[src/rtl/keccak_pkg.sv]
// keccak_pkg: constants, serializer FSM state type and lane-extraction
// helper shared by the Keccak output-side blocks.
//   KECCAK_STATE_W : width of the full Keccak-f[1600] state
//   KECCAK_LANE_W  : width of one lane
//   KECCAK_LANES   : number of lanes in the state
//   ser_state_t    : IDLE (waiting for a state) / SEND (emitting lanes)
//   lane(s, i)     : returns lane i of state s, lane i = s[64*i+63 : 64*i]
package keccak_pkg;

    localparam int KECCAK_STATE_W = 1600;
    localparam int KECCAK_LANE_W  = 64;
    localparam int KECCAK_LANES   = 25;

    typedef enum logic {
        IDLE = 1'b0,
        SEND = 1'b1
    } ser_state_t;

    function automatic logic [KECCAK_LANE_W-1:0] lane(
        input logic [KECCAK_STATE_W-1:0] s,
        input int                        i
    );
        return s[i*KECCAK_LANE_W +: KECCAK_LANE_W];
    endfunction

endpackage

[src/rtl/keccak_digest_serializer.sv]
// keccak_digest_serializer: captures a finished 1600-bit Keccak state and
// streams its leading DIGEST_LANES lanes out as 64-bit words.
//
// Ports:
//   clk         : clock, rising edge
//   rst         : asynchronous active-low reset
//   state_in    : permutation state, lane i = state_in[64*i+63 : 64*i]
//   state_valid : state_in holds a finished state
//   state_ready : state_in is captured this cycle if state_valid
//   dout        : current digest lane (registered)
//   dout_valid  : dout holds a valid lane (registered)
//   dout_ready  : consumer accepts dout this cycle
//   dout_last   : dout is lane DIGEST_LANES-1 (registered)
//   busy        : a digest is held or being emitted (registered)
//
// Handshakes: a transfer happens on a rising edge where valid and ready are
// both high. A valid source holds its data and valid until that edge; the
// ready side may change freely. state_valid is never sampled when
// state_ready is low, and no output depends combinationally on state_valid.
module keccak_digest_serializer
    import keccak_pkg::*;
#(
    parameter int DIGEST_LANES = 8,
    parameter int LANE_W       = KECCAK_LANE_W
) (
    input  logic                      clk,
    input  logic                      rst,
    input  logic [KECCAK_STATE_W-1:0] state_in,
    input  logic                      state_valid,
    output logic                      state_ready,
    output logic [LANE_W-1:0]         dout,
    output logic                      dout_valid,
    input  logic                      dout_ready,
    output logic                      dout_last,
    output logic                      busy
);

    localparam int IDX_W = (DIGEST_LANES > 1) ? $clog2(DIGEST_LANES) : 1;
    localparam logic [IDX_W-1:0] IDX_LAST = IDX_W'(DIGEST_LANES - 1);

    ser_state_t        state_q, state_d;
    logic [IDX_W-1:0]  idx_q, idx_d, idx_next;
    logic [LANE_W-1:0] buffer_q [DIGEST_LANES];
    logic [LANE_W-1:0] dout_q, dout_d;
    logic              last_q, last_d;
    logic              capture;

    // idx only advances while it is below IDX_LAST, so this never wraps.
    assign idx_next = idx_q + 1'b1;

    always_comb begin
        state_d     = state_q;
        idx_d       = idx_q;
        dout_d      = dout_q;
        last_d      = last_q;
        capture     = 1'b0;
        state_ready = 1'b0;
        case (state_q)
            IDLE: begin
                state_ready = 1'b1;
            end
            SEND: begin
                if (dout_ready) begin
                    if (!last_q) begin
                        idx_d  = idx_next;
                        dout_d = buffer_q[idx_next];
                        last_d = (idx_next == IDX_LAST);
                    end else begin
                        // Last lane leaves this cycle: the slot is free
                        // for a new state without an idle bubble.
                        state_ready = 1'b1;
                        state_d     = IDLE;
                        idx_d       = '0;
                        dout_d      = '0;
                        last_d      = 1'b0;
                    end
                end
            end
            default: begin
                state_d = IDLE;
            end
        endcase
        if (state_ready && state_valid) begin
            capture = 1'b1;
            state_d = SEND;
            idx_d   = '0;
            dout_d  = lane(state_in, 0);
            last_d  = (DIGEST_LANES == 1);
        end
    end

    always_ff @(posedge clk or negedge rst) begin
        if (!rst) begin
            state_q <= IDLE;
            idx_q   <= '0;
            dout_q  <= '0;
            last_q  <= 1'b0;
            for (int i = 0; i < DIGEST_LANES; i++) begin
                buffer_q[i] <= '0;
            end
        end else begin
            state_q <= state_d;
            idx_q   <= idx_d;
            dout_q  <= dout_d;
            last_q  <= last_d;
            // Only the digest lanes are kept; lanes DIGEST_LANES..24 are
            // dropped at capture.
            if (capture) begin
                for (int i = 0; i < DIGEST_LANES; i++) begin
                    buffer_q[i] <= lane(state_in, i);
                end
            end
        end
    end

    assign dout       = dout_q;
    assign dout_last  = last_q;
    assign dout_valid = (state_q == SEND);
    assign busy       = (state_q == SEND);

endmodule

[config.mk]
export PLATFORM = sky130hd
export DESIGN_NAME = keccak_digest_serializer
export DESIGN_NICKNAME = d
export VERILOG_FILES = /design/src/rtl/keccak_pkg.sv /design/src/rtl/keccak_digest_serializer.sv
export SDC_FILE = /design/constraint.sdc
export NUM_CORES = 1
export LEC_CHECK = 0
export CAP_MARGIN = 5
export CORE_AREA = 2 2 652 654
export DETAILED_ROUTE_END_ITERATION = 16
export DIE_AREA = 0 0 654 656
export SYNTH_ARGS = -nofsm -noshare
export SYNTH_HDL_FRONTEND = slang
export SYNTH_SLANG_ARGS = --single-unit
[constraint.sdc]
create_clock -name clk -period 2.7 [get_ports clk]
set_input_delay 0.54 -clock clk [delete_from_list [all_inputs] [get_ports clk]]
set_output_delay 0.54 -clock clk [all_outputs]
set_load 0.02 [all_outputs]
==> metrics.csv <==
stage;metric;value;unit
worst_setup_path;CP Max Fanout;12;
sta;final period utilization;96.8;%
global_routing;largest net degree at the start of global routing;95;
floorplanning;die height;656;um
pwr;maximum VDD drop;0.000989;V
cts;CTS clk-pin slew, worst paths;0.06;ns
flow_run;max-capacitance violation count;0;
floorplanning;core area;422000;um2
global_routing;Total GRT Usage;5.91;%
cts;H-Tree Depth;3;
worst_setup_path;WP data required;2.16;ns
cts;clock sink count;581;
cts;latest clock arrival within the worst-skew pair;0.79;ns
worst_setup_path;critical path endpoint category;output pin;
drt;drc violations;0;
pwr;leakage power;15.3;nW
drt;vias post-DR;18078;
drt;Routed Antenna Nets;0;
sta;Final Max Slew Viols;0;
global_routing;first-pass GRT wire length;171000;um
sta;Slew HR;54.2;%
sta;fin crit period;2.61;ns
drt;final wirelength;131000;um
worst_setup_path;WP depth;2;
worst_setup_path;CP Class;register to output pin;
worst_setup_path;CP arrival;2.07;ns
worst_setup_path;worst r2r dst;dout[51]$_DFFE_PN0P_;
placement;Place WS;0.172;ns
worst_setup_path;worst reg2reg startpoint;idx_q[0]$_DFFE_PN0P_;
pwr;pwr/cell area;1130;nW/um2
drt;DR WL/cell;16.1;um
yosys;Mapped Nets;3379;
cts;clock tree from TritonCTS;done;
yosys;flops & latches, synth;581;
worst_setup_path;worst-path cell chain;buf_4, clkdlybuf4s50_1;
placement;post-DP HPWL;104000;um
worst_setup_path;R2R cell count;7;
sta;clk_skew;0.0681;ns
sta;final worst slack;0.0875;ns
hold_path;min-delay worst type;primary input to register;
yosys;post-synthesis cell count;1773;
worst_setup_path;crit path max-delay cell type;clkdlybuf4s50_1;
worst_setup_path;Startpoint Class;register;
sta;setup TNS;0;ns
drt;first-pass detailed-route iteration total;8;
worst_setup_path;worst path bufs/invs;2;
yosys;YS warnings;0;
final_layout;fin nets;3977;
status;outcome;finished clean;
global_routing;vias in the first global route;18497;
floorplanning;Core Rows;239;
sta;RSZ-0062 raised after global routing;false;
worst_setup_path;Worst R2R Setup Slack;0.31;ns
yosys;synthesized area;26400;um2
sta;setup violators final;0;
final_layout;area growth from synthesis to layout;59.4;%
yosys;Mean Syn Cell Area;14.9;um2
worst_setup_path;CP startpoint;busy$_DFF_PN0_;
sta;final hold violation count;0;
cts;Max clock buf depth;4;
worst_setup_path;crit-path max cell delay;0.64;ns
drt;DRT iter0 DRCs;1120;
cts;root buf cell;clkbuf_16;
floorplanning;die area;429000;um2
sta;Least-Margin Pin Slew;0.685;ns
worst_setup_path;Critical path destination;dout_valid;
floorplanning;die span in x;654;um
floorplanning;Initial Util;6.25;%
yosys;library cells used by synthesis;32;
drt;vias per inst;2.23;
pwr;total power;0.0477;W
global_routing;initial antenna violation count;95;
placement;IO Port Bufs;583;
final_layout;share of cells above drive strength 1;34.1;%
yosys;sequential share of the synthesized area;55.1;%
floorplanning;I/O pin cnt;1672;
worst_setup_path;CP top delay family;buffers and inverters;
cts;clock buffer count from CTS;74;
sta;Max Fclk;383;MHz
placement;GPL Wtd Cong;0.754;
global_routing;GRT Residual Overflow;0;
[layer usage]
layer | GRT usage [%] | routed length, um
met5 | 0 | 262
met4 | 2.25 | 4620
met3 | 2.12 | 11300
met2 | 9.74 | 62200
met1 | 6.98 | 52200
[power by group]
part / leakage (nW) / switching, W / total [W] / internal (W)
Sequential: 6.96 / 0.00238 / 0.0156 / 0.0132
Combinational: 7.07 / 0.0109 / 0.0217 / 0.0109
Clock: 1.22 / 0.00426 / 0.0104 / 0.00610
Total: 15.3 / 0.0175 / 0.0477 / 0.0302
[flip-flops by register name, summed over array words and instances (netlist names)]
signal / flops
dout_last: 1
dout: 64
idx_q: 3
buffer_q: 512
busy: 1
[cells in the final DEF, fill, tap and decap left out, drive strengths merged, types with 3 or more instances in the layout]
master / count
mux4: 128
inv: 72
nor3: 3
nand2: 4
nor2: 68
clkinv: 17
mux2: 514
clkbuf: 97
diode: 29
a211oi: 64
buf: 102
clkdlybuf4s50: 550
a22oi: 64
a21oi: 128
bufinv: 7
dfrtp: 581
dlygate4sd2: 5
[cells by family (layout without fill, tap and decap cells)]
kind of cell | count (synthesis) | count (layout) | share of synthesized area, %
flip-flops | 581 | 581 | 55.1
multiplexers | 642 | 642 | 32.9
buffers and inverters | 203 | 852 | 4.25
AND/OR/NAND/NOR | 82 | 82 | 1.34
XOR/XNOR | 1 | 1 | 0.0617
adder cells (fa/ha/maj) | 2 | 2 | 0.0949
other | 0 | 29 | 0
AO/OA/AOI/OAI | 262 | 262 | 6.24
[worst min-delay path by stage]
stage | depth (start not counted) | start | end
global placement | 1 | buffer_q[143]$_DFFE_PN0P_ | buffer_q[143]$_DFFE_PN0P_
floorplan | 0 | rst | buffer_q[0]$_DFFE_PN0P_
global route | 2 | state_valid | busy$_DFF_PN0_
detailed placement | 1 | buffer_q[142]$_DFFE_PN0P_ | buffer_q[142]$_DFFE_PN0P_
finish | 2 | state_valid | busy$_DFF_PN0_
CTS | 2 | state_valid | busy$_DFF_PN0_
[Yosys cell counts, drive strengths merged]
cell    number  area, um2
and2b        1       10.0
o22ai        1       6.26
nor2        68        255
inv         67        251
nand2b       1       6.26
and2         1       6.26
a22oi       64        480
nor2b        2       12.5
nor3         3       26.3
a31o         1       8.76
xor2         1       16.3
o21ai        1       5.00
mux2       514       5790
a21o         2       15.0
dfrtp      581      14500
nor3b        1       12.5
clkbuf      33        124
a22o         1       8.76
a21oi      128        641
nand3        1       5.00
ha           2       25.0
buf        103        746
a211oi      64        480
nand2        4       20.0
mux4       128       2880
[stage by stage]
step                      area (um2)  utilization [%]  hold slack (ns)  instances
after detailed placement       39500             9.35            0.478       7955
after CTS                      42000             9.94           0.0772       8085
after floorplan                26400                -            0.244       1773
after global routing           42000             9.95            0.119       8097
final                          42000             9.96            0.174       8114
after global placement         39500             9.35            0.470       7955
[final cells by class]
type	count	area, um2
Antenna cell	29	72.6
Timing Repair Buffer	658	6860
Clock inverter	30	399
Inverter	67	251
Tap cell	5663	7090
Sequential cell	581	14500
Fill cell	48455	380000
Multi-Input combinational cell	989	10800
Clock buffer	97	2070
[repair_timing]
action	4_1_cts	5_1_grt
hold endpoints to repair	23	0
endpoints found under the setup margin	6	0
buffers inserted	2	0
hold buffers	1	0
gates resized for setup	5	0
(Power assumes the default switching activity.)
